### src/rtl/l1_miss_fill_pkg.sv
// Shared definitions for the L1 miss/fill path: default L1 geometry,
// fill FSM states, and address-split helpers. The helpers work on a
// 64-bit carrier so any address width up to 64 bits can use them;
// callers size-cast the result back to their own width.
package l1_miss_fill_pkg;

  localparam int unsigned L1_ADDR_WIDTH     = 32;
  localparam int unsigned L1_NUM_SETS_LOG   = 6;
  localparam int unsigned L1_NUM_WAYS_LOG   = 2;
  localparam int unsigned L1_LINE_BYTES_LOG = 6;

  typedef enum logic [2:0] {
    IDLE,
    REQ,
    WAIT,
    LRU,
    WRITE
  } fill_state_e;

  // Clear the byte-offset bits, leaving the line address.
  function automatic logic [63:0] line_align(input logic [63:0] addr,
                                             input int unsigned line_bytes_log);
    return addr & ~((64'd1 << line_bytes_log) - 64'd1);
  endfunction

  // Set index field, right-justified.
  function automatic logic [63:0] addr_set(input logic [63:0] addr,
                                           input int unsigned line_bytes_log,
                                           input int unsigned num_sets_log);
    return (addr >> line_bytes_log) & ((64'd1 << num_sets_log) - 64'd1);
  endfunction

  // Tag field, right-justified.
  function automatic logic [63:0] addr_tag(input logic [63:0] addr,
                                           input int unsigned line_bytes_log,
                                           input int unsigned num_sets_log);
    return addr >> (line_bytes_log + num_sets_log);
  endfunction

endpackage

### src/rtl/l1_miss_fill.sv
// Single-outstanding L1 miss handler. Takes one line miss, reads the line
// from memory, asks the cache LRU for a victim way and writes tag + data
// into that way in a single cycle. Repeat misses to the in-flight line are
// absorbed; misses to other lines are back-pressured until the fill ends.
//
//   state | meaning
//   ------+-------------------------------------------------------------
//   IDLE  | no fill in flight, any miss accepted
//   REQ   | line read request presented, held until mem_req_ready
//   WAIT  | request accepted, waiting for the returned line
//   LRU   | victim lookup strobe to the cache (lru_fill_en)
//   WRITE | victim way valid; tag and data written, fill_done pulses
module l1_miss_fill
  import l1_miss_fill_pkg::*;
#(
  parameter int unsigned ADDR_WIDTH     = L1_ADDR_WIDTH,
  parameter int unsigned NUM_SETS_LOG   = L1_NUM_SETS_LOG,
  parameter int unsigned NUM_WAYS_LOG   = L1_NUM_WAYS_LOG,
  parameter int unsigned LINE_BYTES_LOG = L1_LINE_BYTES_LOG,
  parameter int unsigned TAG_WIDTH      = ADDR_WIDTH - NUM_SETS_LOG - LINE_BYTES_LOG,
  parameter int unsigned LINE_BITS      = 8 << LINE_BYTES_LOG
) (
  input  logic                    clk,
  input  logic                    rst_n,
  input  logic                    miss_en,
  input  logic [ADDR_WIDTH-1:0]   miss_addr,
  output logic                    miss_ready,
  output logic                    mem_req_valid,
  output logic [ADDR_WIDTH-1:0]   mem_req_addr,
  input  logic                    mem_req_ready,
  input  logic                    mem_rsp_valid,
  input  logic [LINE_BITS-1:0]    mem_rsp_data,
  output logic                    lru_fill_en,
  output logic [NUM_SETS_LOG-1:0] lru_fill_set,
  input  logic [NUM_WAYS_LOG-1:0] lru_fill_way_idx,
  output logic                    update_tag_en,
  output logic [NUM_WAYS_LOG-1:0] update_tag_way_idx,
  output logic [NUM_SETS_LOG-1:0] update_tag_set_idx,
  output logic [TAG_WIDTH-1:0]    update_tag,
  output logic                    update_tag_valid,
  output logic                    update_data_en,
  output logic [NUM_WAYS_LOG-1:0] update_data_way_idx,
  output logic [NUM_SETS_LOG-1:0] update_data_set_idx,
  output logic [LINE_BITS-1:0]    update_data,
  output logic                    fill_done,
  output logic [ADDR_WIDTH-1:0]   fill_done_addr
);

  fill_state_e             state_q, state_d;
  logic [ADDR_WIDTH-1:0]   line_q, line_d;
  logic [LINE_BITS-1:0]    data_q, data_d;
  logic                    mem_req_valid_q, mem_req_valid_d;
  logic [ADDR_WIDTH-1:0]   mem_req_addr_q, mem_req_addr_d;
  logic                    lru_fill_en_q, lru_fill_en_d;
  logic [NUM_SETS_LOG-1:0] lru_fill_set_q, lru_fill_set_d;
  logic                    wr_en_q, wr_en_d;

  logic [ADDR_WIDTH-1:0]   miss_line;
  logic [NUM_SETS_LOG-1:0] line_set;
  logic [TAG_WIDTH-1:0]    line_tag;

  assign miss_line = ADDR_WIDTH'(line_align(64'(miss_addr), LINE_BYTES_LOG));
  assign line_set  = NUM_SETS_LOG'(addr_set(64'(line_q), LINE_BYTES_LOG, NUM_SETS_LOG));
  assign line_tag  = TAG_WIDTH'(addr_tag(64'(line_q), LINE_BYTES_LOG, NUM_SETS_LOG));

  // While a fill is in flight, a miss to the same line is already covered
  // and can be dropped; anything else must wait for IDLE.
  assign miss_ready = (state_q == IDLE) || (miss_line == line_q);

  assign mem_req_valid = mem_req_valid_q;
  assign mem_req_addr  = mem_req_addr_q;
  assign lru_fill_en   = lru_fill_en_q;
  assign lru_fill_set  = lru_fill_set_q;

  // The victim way arrives from the cache in the write cycle itself, so it
  // is passed straight through rather than registered.
  assign update_tag_en       = wr_en_q;
  assign update_tag_valid    = wr_en_q;
  assign update_tag_way_idx  = wr_en_q ? lru_fill_way_idx : '0;
  assign update_tag_set_idx  = wr_en_q ? line_set : '0;
  assign update_tag          = wr_en_q ? line_tag : '0;
  assign update_data_en      = wr_en_q;
  assign update_data_way_idx = wr_en_q ? lru_fill_way_idx : '0;
  assign update_data_set_idx = wr_en_q ? line_set : '0;
  assign update_data         = wr_en_q ? data_q : '0;
  assign fill_done           = wr_en_q;
  assign fill_done_addr      = wr_en_q ? line_q : '0;

  // Next-state and next-output computation for the fill sequence.
  always_comb begin
    state_d         = state_q;
    line_d          = line_q;
    data_d          = data_q;
    mem_req_valid_d = mem_req_valid_q;
    mem_req_addr_d  = mem_req_addr_q;
    lru_fill_en_d   = 1'b0;
    lru_fill_set_d  = '0;
    wr_en_d         = 1'b0;
    case (state_q)
      IDLE: begin
        if (miss_en) begin
          line_d          = miss_line;
          mem_req_valid_d = 1'b1;
          mem_req_addr_d  = miss_line;
          state_d         = REQ;
        end
      end
      REQ: begin
        if (mem_req_ready) begin
          mem_req_valid_d = 1'b0;
          mem_req_addr_d  = '0;
          state_d         = WAIT;
        end
      end
      WAIT: begin
        if (mem_rsp_valid) begin
          data_d         = mem_rsp_data;
          lru_fill_en_d  = 1'b1;
          lru_fill_set_d = line_set;
          state_d        = LRU;
        end
      end
      LRU: begin
        wr_en_d = 1'b1;
        state_d = WRITE;
      end
      WRITE: begin
        state_d = IDLE;
      end
      default: begin
        mem_req_valid_d = 1'b0;
        mem_req_addr_d  = '0;
        state_d         = IDLE;
      end
    endcase
  end

  // State and registered outputs; reset abandons any fill in progress.
  always_ff @(posedge clk or negedge rst_n) begin
    if (!rst_n) begin
      state_q         <= IDLE;
      line_q          <= '0;
      data_q          <= '0;
      mem_req_valid_q <= 1'b0;
      mem_req_addr_q  <= '0;
      lru_fill_en_q   <= 1'b0;
      lru_fill_set_q  <= '0;
      wr_en_q         <= 1'b0;
    end else begin
      state_q         <= state_d;
      line_q          <= line_d;
      data_q          <= data_d;
      mem_req_valid_q <= mem_req_valid_d;
      mem_req_addr_q  <= mem_req_addr_d;
      lru_fill_en_q   <= lru_fill_en_d;
      lru_fill_set_q  <= lru_fill_set_d;
      wr_en_q         <= wr_en_d;
    end
  end

endmodule
### config.mk
export PLATFORM = sky130hd
export DESIGN_NAME = l1_miss_fill
export DESIGN_NICKNAME = d
export VERILOG_FILES = /design/src/rtl/l1_miss_fill_pkg.sv /design/src/rtl/l1_miss_fill.sv
export SDC_FILE = /design/constraint.sdc
export NUM_CORES = 1
export LEC_CHECK = 0
export ABC_AREA = 0
export BUFFER_PORTS_ARGS = -buffer_cell sky130_fd_sc_hd__buf_4
export CORE_AREA = 8 8 454 456
export DETAILED_ROUTE_END_ITERATION = 8
export DIE_AREA = 0 0 462 464
export PLACE_DENSITY = 0.3
export SYNTH_ARGS = -nofsm -noshare
export SYNTH_HDL_FRONTEND = slang
export SYNTH_SLANG_ARGS = --single-unit
### constraint.sdc
create_clock -name clk -period 2.55 [get_ports clk]
set_input_delay 0.51 -clock clk [delete_from_list [all_inputs] [get_ports clk]]
set_output_delay 0.51 -clock clk [all_outputs]
set_load 0.02 [all_outputs]
**Word level (Yosys, flattened, before mapping)**

Index checks and enable logic that the tools add are counted.

- Input port bits: 551
- Word-level logic and storage cells: 44
- Bits in registers: 582
- Output and inout bits: 625

- Reduce and logical (&&, ||, !) cells: 7
- Muxes and demuxes: 20
- Equality and inequality tests: 8
- Bitwise logic cells: 1

Operators with widths:

| operator | number |
|---|---|
| 512-bit 2-to-1 mux | 1 |
| 32-bit 2-to-1 mux | 3 |
| 32-bit case mux with 3 select lines | 1 |
| 26-bit == test | 1 |
| 20-bit 2-to-1 mux | 1 |
| 6-bit 2-to-1 mux | 3 |
| 3-bit case mux with 4 select lines | 1 |
| 3-bit 2-to-1 mux | 3 |
| 3-bit by 2-bit == test with 1-bit output (second input constant) | 2 |
| 2-bit inequality test (second input constant) | 3 |
| 3-bit AND reduction | 2 |
| 1-bit 2-to-1 mux | 5 |
| 2-bit AND reduction | 2 |
| 3-bit by 1-bit == test with 1-bit output (second input constant) | 1 |
| 3-bit == test (second input constant) | 1 |
| 3-bit logical NOT | 1 |
| 1-bit case mux with 3 select lines | 1 |
| 3-bit OR reduction | 1 |
| 2-bit 2-to-1 mux | 1 |
| 1-bit logical OR | 1 |
| 1-bit NOT | 1 |

**Longest topological paths before layout**

Gate-level depths: netlist of run 1.

- Depth in word-level cells: 4
- Depth in mapped cells: 6
- Depth with buffers taken out: 4

**Least setup slack after synthesis of run 1**

OpenSTA, ideal clock, no wires.

- Path kind: register to output
- Start: reg wr_en_q (netlist: fill_done)
- End: out update_data_set_idx[5]
- Arrival time: 1.704 ns
- Setup slack: 0.336 ns
- Cell stages (with the launch flop): 6
- Path buffers: 4
- Data required time: 2.040 ns
- Path through: dfrtp_1 -> clkbuf_1 -> clkbuf_1 -> clkbuf_1 -> and2_1 -> buf_4

- Longest elaborated chain between the ends: 1

RTL lines:

| what | RTL line | text |
|---|---|---|
| start: declaration | l1_miss_fill.sv:56 | `logic wr_en_q, wr_en_d;` |
| start signal: assignment | l1_miss_fill.sv:157 | `wr_en_q <= wr_en_d;` |
| 6-bit 2-to-1 mux | l1_miss_fill.sv:84 | `assign update_data_set_idx = wr_en_q ? line_set : '0;` |
| end: declaration | l1_miss_fill.sv:43 | `output logic [NUM_SETS_LOG-1:0] update_data_set_idx,` |

No other way between the ends.

**Worst setup path after layout of run 1**

- Start: reg line_q[14]
- End: out miss_ready

- Longest elaborated chain between the ends: 2

RTL lines:

| what | RTL line | text |
|---|---|---|
| start: declaration | l1_miss_fill.sv:50 | `logic [ADDR_WIDTH-1:0] line_q, line_d;` |
| start signal: assignment | l1_miss_fill.sv:151 | `line_q <= line_d;` |
| 26-bit == test | l1_miss_fill.sv:68 | `assign miss_ready = (state_q == IDLE) \|\| (miss_line == line_q);` |
| 1-bit logical OR | l1_miss_fill.sv:68 |  |
| end: declaration | l1_miss_fill.sv:27 | `output logic miss_ready,` |

No other way between the ends.

==> results of run 1 <==
[flip-flops by register name, indices dropped and copies added, names as in the netlist]
| register | count |
|---|---|
| data_q | 512 |
| fill_done | 1 |
| line_q | 26 |
| lru_fill_en | 1 |
| lru_fill_set | 6 |
| mem_req_addr | 26 |
| mem_req_valid | 1 |
| state_q | 3 |
[repair_timing]
action                                  4_1_cts  5_1_grt
hold buffers                                529        0
buffers inserted                              6       31
cloned                                        8       58
endpoints found under the setup margin      553      566
hold endpoints to repair                    562        0
pin swaps                                    10        2
resized for setup                           113     1011
[cells in the mapped netlist (all sizes together)]
master / instances
a211oi: 1
nand2: 2
nor2b: 1
xor2: 26
mux2i: 1
nor4b: 1
o32ai: 1
conb: 1
nor2: 6
nor4: 6
and2: 546
mux2: 538
a22o: 26
nand3: 1
buf: 117
nand2b: 1
clkbuf: 60
nor3: 1
a21oi: 2
a21o: 1
nand4: 1
dfrtp: 576
o21a: 1
[layout make-up]
| type | instances | area [um2] | area share (%) |
|---|---|---|---|
| Sequential cell | 576 | 14400 | 28.1 |
| Clock inverter | 20 | 265 | 0.518 |
| Multi-Input combinational cell | 1175 | 11400 | 22.2 |
| Tap cell | 2656 | 3320 | 6.48 |
| Antenna cell | 20 | 50.0 | 0.0977 |
| Clock buffer | 124 | 2430 | 4.74 |
| Timing Repair Buffer | 1892 | 19400 | 37.8 |
[how the worst max path moves through the flow]
stage	slack (ps)	end	cells after the start	from
after floorplan	340	update_data_set_idx[5]	5	fill_done$_DFF_PN0_
after global placement	-20	miss_ready	7	miss_addr[6]
after detailed placement	-10	miss_ready	7	miss_addr[6]
after CTS	-340	miss_ready	6	line_q[27]$_DFFE_PN0P_
after global routing	-380	miss_ready	6	line_q[20]$_DFFE_PN0P_
final	-210	miss_ready	5	line_q[14]$_DFFE_PN0P_
[metal layers]
| metal | vias to the layer above | global-route usage (%) | wire (um) |
|---|---|---|---|
| met5 | - | 0 | 92 |
| met4 | 14 | 3.95 | 3950 |
| met3 | 191 | 5.70 | 15200 |
| met2 | 901 | 21.6 | 73500 |
| met1 | 10900 | 15.7 | 64900 |
| li1 | 10100 | - | - |
[report_power, final]
| part | total [mW] | internal [mW] | switching [mW] |
|---|---|---|---|
| Combinational | 22.5 | 12.7 | 9.80 |
| Clock | 11.7 | 6.88 | 4.86 |
| Sequential | 16.7 | 13.8 | 2.91 |
| Total | 50.9 | 33.3 | 17.6 |
[worst register-to-register path, delay by kind of cell (launching register included)]
kind,cells,cell delay (ps)
buffers and inverters,3,720
flip-flops,1,540
multiplexers,1,380
AND/OR/NAND/NOR,1,310
[cells by family after synthesis]
kind of cell    after synthesis  share of synthesized area (%)
compound gates               32                           1.09
simple gates                566                           13.7
flops                       576                           55.8
xor+xnor                     26                          0.882
other cells                   1                         0.0145
mux                         539                           23.5
buf+inv                     177                           5.05
[through the flow]
stage | util [%] | instance area (um2) | total power, mW | std cells
6_report | 25.8 | 51300 | 50.9 | 6463
5_1_grt | 25.8 | 51200 | 53.9 | 6451
4_1_cts | 23.5 | 46600 | 47.6 | 6362
3_5_place_dp | 19.1 | 37900 | 33.7 | 5675
3_3_place_gp | 19.1 | 37900 | 33.6 | 5675
2_1_floorplan | - | 25900 | 25.7 | 1928
==> results.md, run 1 <==
- Status: complete, but fails checks
- Failing checks: setup timing
- Cell Area, Synth: 25800 um2
- Slowest CP cell: dfrtp_1
- Die area: 214000 um2
- Worst Path Max Fanout: 3
- Routability cong.: 0.749
- Worst slew pin tran: 544 ps
- Syn. warnings: 0
- Drt first pass iters: 4
- R2r endpoint: data_q[196]$_DFFE_PN0P_
- Final WL: 158000 um
- Pwr per Cell Area: 993 nW/um2
- H-tree Lvls: 3
- Pre-CTS setup slack: -11.1 ps
- CP top delay family: simple AND/OR/NAND/NOR gates
- Post-DP HPWL: 116000 um
- WP buf/inv: 1
- Vias: 22100
- Hold Path Origin: miss_addr[31]
- Reg2reg path depth: 5
- Post-synth top area cell: dfrtp_1
- Crit start category: flip-flop
- HP Class: input port to flip-flop
- Layout net count: 4279
- Slew headroom: 63.7%
- Number of antenna-violating nets in the routed design: 0
- RSZ-0062 raised after global routing: yes
- Fill cells: 21300
- Clock Skew: 45.8 ps
- Tmin final: 2760 ps
- Hold Vio Cnt, Final: 0
- FF-to-FF Start: state_q[0]$_DFFE_PN0P_
- Max cap viols: 0
- Sink of the worst hold path: line_q[31]$_DFFE_PN0P_
- Num Clock Sinks: 576
- Clk buf depth: 3
- First-pass GRT wire length: 202000 um
- WHS Path Cells: 2
- Setup_tns: -43710 ps
- Vias in the first global route: 24200
- Crit-path cells: xor2_1 -> nor4_1 -> nand3_1 -> o32ai_4 -> buf_6
- Fin Hold WS: 105 ps
- Core Area: 199000 um2
- Setup slack, reg-to-reg: 430 ps
- Post-route setup slack: -207 ps
- Most common cell after layout, fill and taps aside: buf_4
- Unique masters post-synth: 25
- CP Capture Type: output pin
- Most frequent cells in the layout: buf_4, dfrtp_1, mux2_2
- Critical Path RT: 2040 ps
- Core Rows: 164
- Clock Latency Late Sink: 690 ps
- Synth top area share: 55.8%
- Yosys reg bits: 576
- Die Wd: 462 um
- Pins over their slew limit: 0
- I/O pins: 1176
- Number of antenna violations at the first check in global routing: 38
- GRT Overall Usage: 13.2%
- DRT iter0 DRCs: 657
- Seq/Total Area, Yosys: 55.8%
- CTS tree: done
- Post-synthesis instance total: 1917
- Worst Setup Path Type: flip-flop to output pin
- Synth area leaders: dfrtp_1, mux2_2, and2_1
- Leak: 23.0 nW
- Area grow syn2layout: 98.4%
- GRT overflow: 0
- Worst path arrival time: 2250 ps
- Peak Freq: 363 MHz
- Period utilization: 108%
- Final setup viols: 427
- VDD IR max: 537 uV
- WL per Instance: 24.4 um
- Delay of the slowest critical-path stage: 390 ps
- Via/cell ratio: 3.41
- CTS Buf Count: 83
- Root Buffer: clkbuf_16
- Layout cells sized above 1: 66.2%
- Largest net degree at the start of global routing: 84
- Clock-pin slew on the worst setup and hold paths: 50 ps
- Drt drc: 0
- Syn_area_per_cell: 13.5 um2
- Port Buf Inserts: 1157
- Die Ht: 464 um
- Initial Utilization: 13.0%
No activity file was read; power rests on OpenSTA's default activity.
==> run 2: changes to the inputs <==
--- a/config.mk
+++ b/config.mk
@@ -11,6 +11,7 @@
 export DETAILED_ROUTE_END_ITERATION = 8
 export DIE_AREA = 0 0 462 464
 export PLACE_DENSITY = 0.3
+export RECOVER_POWER = 50
 export SYNTH_ARGS = -nofsm -noshare
 export SYNTH_HDL_FRONTEND = slang
 export SYNTH_SLANG_ARGS = --single-unit
==> results.md, run 2 (synthesis gave the netlist of run 1 again) <==
- Status: complete, but fails checks
- Failing checks: capacitance limit, slew limit, setup timing
- Die area: 214000 um2 (unchanged)
- Crit-path cells: buf_12 -> buf_16 -> buf_16 -> clkbuf_16 -> and2_4 -> buf_6
- Flop pwr share: 32.8% (about the same)
- Layout net count: 4279 (unchanged)
- Largest Register: data_q
- Final setup viols: 527 (+23%)
- Port Buf Inserts: 1157 (unchanged)
- Pre-CTS setup slack: -11.1 ps (unchanged)
- Hold Vio Cnt, Final: 0 (unchanged)
- Number of antenna violations at the first check in global routing: 38 (unchanged)
- Number of antenna-violating nets in the routed design: 0 (unchanged)
- I/O pins: 1176 (unchanged)
- Most common cell after layout, fill and taps aside: buf_4
- Placed cell area: 37900 um2 (unchanged)
- Post-route setup slack: -202 ps (+5.21 ps)
- GRT Overall Usage: 13.2% (unchanged)
- RSZ-0062 raised after global routing: yes
- Routability cong.: 0.749 (unchanged)
- Pins over their slew limit: 32 (+32)
- Initial Utilization: 13.0% (unchanged)
- Fin area: 51100 um2 (-0.27%)
- Clock power frac: 23.1% (about the same)
- WL per Instance: 24.4 um (about the same)
- Crit start category: flip-flop
- Clock Latency Late Sink: 690 ps (about the same)
- Post-layout util: 25.7% (-0.071 points)
- Num Clock Sinks: 576 (unchanged)
- Net switching power: 17.6 mW (about the same)
- Worst Setup Path Type: flip-flop to output pin
- Layout cells sized above 1: 65.9% (-0.29 points)
- Drt drc: 0 (unchanged)
- Internal power: 33.3 mW (-0.14%)
- Post-DP HPWL: 116000 um (unchanged)
- Max cap viols: 1 (+1)
- Vias in the first global route: 24200 (unchanged)
- Drt first pass iters: 4 (unchanged)
- Clock-pin slew on the worst setup and hold paths: 60 ps (about the same)
- Non-filler cells, final: 6463 (unchanged)
- Placed cell count: 5675 (unchanged)
- Worst slew pin tran: 1510 ps (+965 ps)
- Critical Path Most Common Cell: buf_16
- Critical Path RT: 2040 ps (about the same)
- CTS tree: done
- Pwr per Cell Area: 995 nW/um2 (+0.17%)
- DRT iter0 DRCs: 656 (-0.15%)
- Die Ht: 464 um (unchanged)
- Sw Share: 34.5% (about the same)
- Root Buffer: clkbuf_16
- Die Wd: 462 um (unchanged)
- CP Capture Type: output pin
- Worst Path Max Fanout: 7 (+4)
- Core Rows: 164 (unchanged)
- Comb pwr share: 44.1% (about the same)
- Final WL: 158000 um (about the same)
- Core Area: 199000 um2 (unchanged)
- HP Class: input port to flip-flop
- Delay of the slowest critical-path stage: 520 ps (+130 ps)
- Most frequent cells in the layout: buf_4, dfrtp_1, mux2_2
- VDD IR max: 537 uV (about the same)
- Largest net degree at the start of global routing: 84 (unchanged)
- CTS Buf Count: 83 (unchanged)
- Max reg flops: 512 (unchanged)
- GRT overflow: 0 (unchanged)
- Clock Skew: 48.0 ps (+2.21 ps)
- Tmin final: 2750 ps (-5.21 ps)
- Worst path arrival time: 2240 ps (about the same)
- Via/cell ratio: 3.41 (about the same)
- Area grow syn2layout: 97.9%
- Leak: 22.9 nW (-0.33%)
- Slowest CP cell: dfrtp_4
- Peak Freq: 363 MHz (+0.19%)
- First-pass GRT wire length: 202000 um (unchanged)
- Period utilization: 108% (-0.20 points)
- Slew headroom: -0.619% (-64 points)
- H-tree Lvls: 3 (unchanged)
- Clk buf depth: 3 (unchanged)
- Vias: 22100 (+0.027%)
[run 2: cell count changes in the layout (fill, tap and decap cells not counted), sizes merged]
cell | previous run | this run
clkbuf | 171 | 192
buf | 1316 | 1295
[run 2: path summary, 6_finish.rpt]
path	startpoint	end	slack [ps]	depth (start not counted)
min reg2reg	data_q[36]$_DFFE_PN0P_	data_q[36]$_DFFE_PN0P_	500	1
max in group asynchronous	rst_n	data_q[39]$_DFFE_PN0P_	100	4
max	fill_done$_DFF_PN0_	update_data[298]	-200	6
min in group asynchronous	rst_n	data_q[381]$_DFFE_PN0P_	700	2
min	miss_addr[31]	line_q[31]$_DFFE_PN0P_	110	2
max reg2reg	state_q[0]$_DFFE_PN0P_	data_q[210]$_DFFE_PN0P_	-60	5
[run 2: what timing repair did]
| action | in CTS | in global routing |
|---|---|---|
| hold buffers | 529 | 0 |
| gates resized for setup | 113 | 1011 |
| cloned | 8 | 58 |
| endpoints found under the hold margin | 562 | 0 |
| pin swaps | 10 | 2 |
| endpoints found under the setup margin | 553 | 566 |
| setup buffers | 6 | 31 |
[run 2: power groups by stage]
stage	logic, mW	clock network, mW	registers (mW)
after detailed placement	17.1	0	16.6
final	22.4	11.7	16.7
after floorplan	10.2	0	15.5
after global placement	17.1	0	16.5
after global routing	23.9	12.6	17.3
after CTS	18.8	12.4	16.5
[run 2: cell type report]
cell class | count | area [um2]
fill | 21300 | 148000
timing repair buffer | 1892 | 19200
sequential | 576 | 14400
multi-input combinational | 1175 | 11400
tap | 2656 | 3320
clock buffer | 124 | 2430
clock inverter | 20 | 265
antenna | 20 | 50.0
[run 2: metal layers]
layer  share of wire [%]  global-route usage (%)  vias up  wire (um)
met5               0.058                       0        -         92
met4                 2.5                    3.95       14       3950
met3                 9.6                    5.70      191      15100
met2                  47                    21.6      904      73500
met1                  41                    15.7    10900      65000
li1                    -                       -    10100          -
[run 2: worst max-delay path: cells and delay by family (launching register included)]
family                 cells  cell delay [ps]
buffers and inverters      5              820
flip-flops                 1              520
AND/OR/NAND/NOR            1              140
[run 2: per-stage QoR]
stage,power [mW],setup TNS (ps),hold WS [ps]
floorplan,25.7,0,214
global placement,33.6,-15.3,468
detailed placement,33.7,-11.1,480
CTS,47.6,-94710,2.59
global route,53.9,-128570,44.7
finish,50.8,-46980,105
